### src/rtl/sr04_meas_sched.sv
// Measurement scheduler for the sr04_ctrl ranging engine: issues start pulses
// (manual single-shot or periodic auto), guards each measurement with a
// timeout and, in auto mode, smooths the result with a 2^AVG_LOG2 moving
// average before it is shown on fnd_ctrl.
module sr04_meas_sched #(
  parameter int unsigned CLK_HZ     = 100_000_000,
  parameter int unsigned PERIOD_MS  = 100,
  parameter int unsigned TIMEOUT_MS = 30,
  parameter int unsigned AVG_LOG2   = 2,
  parameter int unsigned DIST_W     = 10
) (
  input  logic              clk,
  input  logic              rst,
  input  logic              btn_single,
  input  logic              btn_mode,
  input  logic              dist_done,
  input  logic [DIST_W-1:0] distance,
  output logic              start,
  output logic [DIST_W-1:0] dist_out,
  output logic              dist_valid,
  output logic              auto_mode,
  output logic              timeout_err,
  output logic              busy
);

  localparam int unsigned PERIOD_CYC  = CLK_HZ / 1000 * PERIOD_MS;
  localparam int unsigned TIMEOUT_CYC = CLK_HZ / 1000 * TIMEOUT_MS;
  localparam int unsigned PER_W = (PERIOD_CYC > 1) ? $clog2(PERIOD_CYC) : 1;
  localparam int unsigned TO_W  = (TIMEOUT_CYC > 1) ? $clog2(TIMEOUT_CYC) : 1;
  localparam int unsigned N     = 1 << AVG_LOG2;
  localparam int unsigned SUM_W = DIST_W + AVG_LOG2;

  typedef enum logic [1:0] {IDLE, TRIG, WAIT, ACCUM} state_t;

  state_t              state_q, state_d;
  logic [PER_W-1:0]    per_q, per_d;
  logic                pending_q, pending_d;
  logic                auto_q, auto_d;
  logic [TO_W-1:0]     to_q, to_d;
  logic                terr_q, terr_d;
  logic [DIST_W-1:0]   sample_q, sample_d;
  logic [DIST_W-1:0]   avg_buf_q [N];
  logic [DIST_W-1:0]   avg_buf_d [N];
  logic [AVG_LOG2-1:0] ptr_q, ptr_d;
  logic [SUM_W-1:0]    sum_q, sum_d;
  logic                primed_q, primed_d;
  logic [DIST_W-1:0]   dout_q, dout_d;
  logic                dvalid_q, dvalid_d;

  logic go_trig;
  logic to_expire;
  logic per_wrap;

  assign to_expire = (to_q == TO_W'(TIMEOUT_CYC - 1));
  assign per_wrap  = auto_q && (per_q == PER_W'(PERIOD_CYC - 1));

  // State register.
  always_ff @(posedge clk or posedge rst) begin
    if (rst) state_q <= IDLE;
    else     state_q <= state_d;
  end

  // Next-state logic; dist_done takes priority over an expiring timeout.
  always_comb begin
    state_d = state_q;
    go_trig = 1'b0;
    case (state_q)
      IDLE: begin
        if (btn_single || (auto_q && pending_q)) begin
          go_trig = 1'b1;
          state_d = TRIG;
        end
      end
      TRIG:  state_d = WAIT;
      WAIT: begin
        if (dist_done)      state_d = ACCUM;
        else if (to_expire) state_d = IDLE;
      end
      ACCUM:   state_d = IDLE;
      default: state_d = IDLE;
    endcase
  end

  // Datapath next-state: period timer, pending request, timeout, averaging.
  always_comb begin
    auto_d    = auto_q ^ btn_mode;
    per_d     = per_q;
    pending_d = pending_q;
    to_d      = to_q;
    terr_d    = terr_q;
    sample_d  = sample_q;
    avg_buf_d = avg_buf_q;
    ptr_d     = ptr_q;
    sum_d     = sum_q;
    primed_d  = primed_q;
    dout_d    = dout_q;
    dvalid_d  = 1'b0;

    if (btn_mode)    per_d = '0;
    else if (auto_q) per_d = per_wrap ? '0 : per_q + PER_W'(1);

    // Mode toggle is applied before a same-cycle trigger consumes the request.
    if (per_wrap) pending_d = 1'b1;
    if (btn_mode) pending_d = auto_d;
    if (go_trig)  pending_d = 1'b0;

    if (state_q == TRIG) to_d = '0;
    else if (state_q == WAIT) to_d = to_q + TO_W'(1);

    if (state_q == WAIT) begin
      if (dist_done) begin
        sample_d = distance;
        terr_d   = 1'b0;
      end else if (to_expire) begin
        terr_d = 1'b1;
      end
    end

    if (state_q == ACCUM) begin
      dvalid_d = 1'b1;
      if (auto_q) begin
        if (!primed_q) begin
          for (int unsigned i = 0; i < N; i++) avg_buf_d[i] = sample_q;
          sum_d    = {sample_q, {AVG_LOG2{1'b0}}};
          ptr_d    = '0;
          primed_d = 1'b1;
        end else begin
          sum_d            = sum_q - SUM_W'(avg_buf_q[ptr_q]) + SUM_W'(sample_q);
          avg_buf_d[ptr_q] = sample_q;
          ptr_d            = ptr_q + AVG_LOG2'(1);
        end
        dout_d = sum_d[SUM_W-1:AVG_LOG2];
      end else begin
        dout_d   = sample_q;
        primed_d = 1'b0;
      end
    end

    if (btn_mode) primed_d = 1'b0;
  end

  // Datapath registers.
  always_ff @(posedge clk or posedge rst) begin
    if (rst) begin
      per_q     <= '0;
      pending_q <= 1'b0;
      auto_q    <= 1'b0;
      to_q      <= '0;
      terr_q    <= 1'b0;
      sample_q  <= '0;
      for (int unsigned i = 0; i < N; i++) avg_buf_q[i] <= '0;
      ptr_q     <= '0;
      sum_q     <= '0;
      primed_q  <= 1'b0;
      dout_q    <= '0;
      dvalid_q  <= 1'b0;
    end else begin
      per_q     <= per_d;
      pending_q <= pending_d;
      auto_q    <= auto_d;
      to_q      <= to_d;
      terr_q    <= terr_d;
      sample_q  <= sample_d;
      avg_buf_q <= avg_buf_d;
      ptr_q     <= ptr_d;
      sum_q     <= sum_d;
      primed_q  <= primed_d;
      dout_q    <= dout_d;
      dvalid_q  <= dvalid_d;
    end
  end

  assign start       = (state_q == TRIG);
  assign busy        = (state_q != IDLE);
  assign dist_out    = dout_q;
  assign dist_valid  = dvalid_q;
  assign auto_mode   = auto_q;
  assign timeout_err = terr_q;

endmodule
### config.mk
export PLATFORM = sky130hd
export DESIGN_NAME = sr04_meas_sched
export DESIGN_NICKNAME = d
export VERILOG_FILES = /design/src/rtl/sr04_meas_sched.sv
export SDC_FILE = /design/constraint.sdc
export NUM_CORES = 1
export LEC_CHECK = 0
export ABC_AREA = 1
export CAP_MARGIN = 5
export CORE_MARGIN = 5
export CORE_UTILIZATION = 46
export DETAILED_ROUTE_END_ITERATION = 8
export GPL_TIMING_DRIVEN = 0
export PLACE_DENSITY = 0.74
export SLEW_MARGIN = 5
export SYNTH_ARGS = -nofsm -noshare
export SYNTH_HDL_FRONTEND = slang
export SYNTH_SLANG_ARGS = --single-unit
### constraint.sdc
create_clock -name clk -period 5.5 [get_ports clk]
set_input_delay 1.1 -clock clk [delete_from_list [all_inputs] [get_ports clk]]
set_output_delay 1.1 -clock clk [all_outputs]
set_load 0.02 [all_outputs]
==> impl_summary.md <==
Floorplan
The row count is 46. For this configuration, the core starts out at a cell density of 0.466. During I/O placement, the number of pins put on the boundary was 30. The area of the placeable core is ~16000 sq um. Measured along the x axis, the die boundary spans between 100 and 150 microns. The die covers about 19000 sq um. From bottom edge to top edge, the die measures 136 microns.

Placement
During placement, the flow inserted port buffers numbering 29. The HPWL after detailed placement is about 13000 microns. The placed cell area is approximately 7900 sq um. The congestion estimate from routability-driven global placement came to slightly below 0.9.

Global routing
The number of antenna violations at the first check in global routing is 0. The overall global routing resource usage is 0.199. The largest net degree at the start of global routing is 94.

The first global-routing pass estimated about 30000 microns of wire. Summed over all layers, the global routing overflow is 0. The via count of the first global-routing pass came to between 6000 and 7000.

Worst hold path
The class of the tightest hold or removal check is register to register. The worst hold path passes through 2 cells. The worst hold path begins at avg_buf_q[28]$_DFFE_PP0P_.

The capture endpoint of the worst hold path is avg_buf_q[28]$_DFFE_PP0P_.

Cells and area
The share of layout cells above drive strength 1 is 0.0536. The register cell area after layout is between 3000 and 4000 sq um. The combined area of the multi-input logic cells is between 3000 and 4000 sq um. The total inserted antenna cells is 0. Leaving out fill and tap cells, the most frequent cells in the layout are nand2_1 (246), inv_1 (135), dfrtp_1 (127).

The number of fill cells in the layout is 1525. The cell area after layout is approximately 8500 sq um. The core utilization of the finished layout is 0.542.

The growth of design area from synthesis to finish is 16.3%. The library cell used most frequently in the layout, excluding fill and tap cells, is nand2_1. In the final design database the tool counted about 1100 nets.

Clock tree
The later pin in the worst-skew pair is clocked with a latency of ~420 ps. In this run the number of H-tree levels came out at 4. The post-CTS setup buffer count is 0. Gates resized during post-CTS repair numbered 0. The clock root buffer is clkbuf_16. The clock tree from TritonCTS is done. The worst-case clock buffer depth is 2. The total CTS buffers is 17. The clock sink count is between 100 and 150. For this design, the CTS-stage hold fixing added 0 buffers. Clock-pin slew was measured on the worst setup and hold paths at 60 ps.

Yosys
The number of flops mapped to enable cells by yosys is 0. Sorting the synthesized cells by area gives the leading types as dfrtp_1 (43%), nand2_1 (13%), inv_1 (6.9%), o21ai_0 (6.5%), nor2_1 (5.9%). The post-synthesis sequential element count is between 100 and 150. The post-synthesis cell area is roughly 7300 sq um. The post-synthesis instance total is approximately 980. Averaged over all synthesized cells, the footprint is around 7.5 sq um.

The Yosys warning count is 0. The sequential share of the synthesized area is 0.432. When the netlist entered floorplanning its net count stood at 1033. The largest area contributor in the synthesized netlist is dfrtp_1. Among all flip-flop cells after synthesis, the most frequent one is dfrtp_1. The share of synthesized area in the top cell type comes to 0.432. The number of different library cells in the post-synthesis netlist is 36. The share of synthesized flip-flops with an asynchronous set or reset is 1.00.

STA
The max-slew violation count is 0. Across all hold checks on the routed design, the worst slack comes to about 480 ps. For the pin with the worst max-slew slack, the measured transition is approximately 640 ps. Of the available clock period, the critical path in the final layout requires 0.602. In this run the tightest slew margin relative to its limit is 0.570. The clock period minus worst slack is around 3300 ps. Setup repair after global routing left no endpoint under its margin.

The final setup violation count is 0. The final number of hold-violating endpoints is 0. The maximum clock skew at final layout is between 10 and 15 ps. Derived from the worst setup path, the maximum achievable clock frequency is ~0.3 GHz.

Detailed routing
The routed length on met1 is between 8000 and 9000 microns. The DRC violations left is 0. The routed design uses between 800 and 900 microns of met3 wire. The remaining antenna violation count after routing is 0. The number of vias per cell is between 5 and 6. The iteration-0 DRC count of the detailed router is around 510.

The first detailed-routing pass ran for 7 iterations. The post-detailed-routing wire length is 17500 microns. The routed length on met2 is just over 8000 microns. The number of vias after detailed routing is between 6000 and 7000. The topmost layer with routed signal wires is met4. Dividing the detail-routed wire length by the instance count gives ~14 microns.

Critical path
Traced cell by cell, the critical path runs through inv_1 > clkbuf_1 > nor2_1 > o22ai_1 > fa_1 > fa_1 > inv_1 > nand3_1 > nand3_1 > nand2_1 > nand3_1 > nand2_1 > o21ai_0 > nand2_1. The highest fanout seen on the critical path is 10. The endpoint kind of the worst setup timing path is a register.

The capture instance of the worst register-to-register path is dist_out[6]$_DFFE_PP0P_. Setup slack on the worst reg-to-reg path comes out at 2190 ps. The data arrival time at the worst-slack endpoint is about 3600 ps. The start of the worst register-to-register path is ptr_q[0]$_DFFE_PP0P_. For the worst setup path, the data required time is roughly 5800 ps. The longest individual stage delay on the worst path is around 520 ps. The class of the most critical setup path is register to register. The worst setup path is launched from a register. The critical-path cell with the highest stage delay is fa_1.

The cell count of the worst reg-to-reg path is 14.

Job
Max-cap violations in this run came to 0.

Status
The flow ran to the end, and the final reports show no timing, DRC or antenna violations.

Power and ir drop
The highest ir drop seen on vdd is just under 0.0005 V. In this run the power density over the cells is about 650 nW/um^2. The leakage power summed over all cells is around 4 nW.
==> cells by family after synthesis <==
family          Yosys count  synth area share
fa+ha+maj                36            0.0715
flops                   127             0.432
xor+xnor                 14            0.0167
simple gates            473             0.275
buf+inv                 168            0.0872
compound gates          164             0.117
==> worst max-delay path by stage <==
stage,start,end,slack [ps],cells after the start
2_1_floorplan,rst,auto_mode$_DFF_PP0_,1020,1
3_5_place_dp,ptr_q[0]$_DFFE_PP0P_,dist_out[6]$_DFFE_PP0P_,2250,14
5_1_grt,ptr_q[0]$_DFFE_PP0P_,dist_out[6]$_DFFE_PP0P_,2000,17
3_3_place_gp,rst,sum_q[0]$_DFFE_PP0P_,-800,2
4_1_cts,ptr_q[0]$_DFFE_PP0P_,dist_out[6]$_DFFE_PP0P_,2230,17
6_report,ptr_q[0]$_DFFE_PP0P_,dist_out[6]$_DFFE_PP0P_,2190,14
==> per-layer routing <==
| layer | up-vias | GRT usage |
|---|---|---|
| met5 | - | 0 |
| met4 | 0 | 0.0594 |
| met3 | 23 | 0.0422 |
| met2 | 155 | 0.327 |
| met1 | 3047 | 0.266 |
| li1 | 3255 | - |
==> Yosys cell counts, types with 3 or more instances <==
cell and number:
xor2_1 9, nor2_2 3, o21ai_1 4, clkinv_1 3
dfrtp_1 127, ha_1 26, xnor2_1 5, clkbuf_1 17
o211ai_1 4, o21a_1 3, nor3_1 18, nand3_1 49
o21ai_0 95, buf_2 5, nand2_1 246, nor2_1 115
inv_1 136, nand4_1 30, o22ai_1 12, a21oi_1 43
fa_1 10
==> stage by stage <==
| step | std cells | worst slack [ps] | setup TNS (ps) | power (mW) |
|---|---|---|---|---|
| 3_3_place_gp | 1227 | -798 | -100550 | 4.32 |
| 2_1_floorplan | 982 | 1020 | 0 | 3.65 |
| 5_1_grt | 1260 | 2000 | 0 | 6.11 |
| 6_report | 1260 | 2190 | 0 | 5.55 |
| 3_5_place_dp | 1228 | 2250 | 0 | 4.38 |
| 4_1_cts | 1260 | 2230 | 0 | 5.58 |
==> sequential cells by signal, indices dropped and copies added (netlist names) <==
name	cells
primed_q	1
avg_buf_q	40
per_q	24
ptr_q	2
dist_valid	1
to_q	22
timeout_err	1
state_q	2
auto_mode	1
pending_q	1
sample_q	10
dist_out	10
sum_q	12
==> cell type report <==
cell class,instances,area share
buffer,26,0.0124
clock inverter,11,0.0161
tap,216,0.0316
sequential,127,0.372
inverter,142,0.0631
multi-input combinational,687,0.413
timing repair buffer,30,0.0372
clock buffer,21,0.0550
==> worst max-delay path, delay by kind of cell, from the launching register on <==
family                     cells  cell delay (ps)
adders and majority gates      2              990
buffers and inverters          3              620
and+or+nand+nor                7              600
AOI/OAI and AO/OA              2              540
DFF                            1              420
==> power by group <==
part	total, mW	internal (mW)	switching, mW
Clock	1.16	0.745	0.419
Combinational	2.98	1.08	1.90
Sequential	1.41	1.23	0.176
No activity file was read; power rests on OpenSTA's default activity.
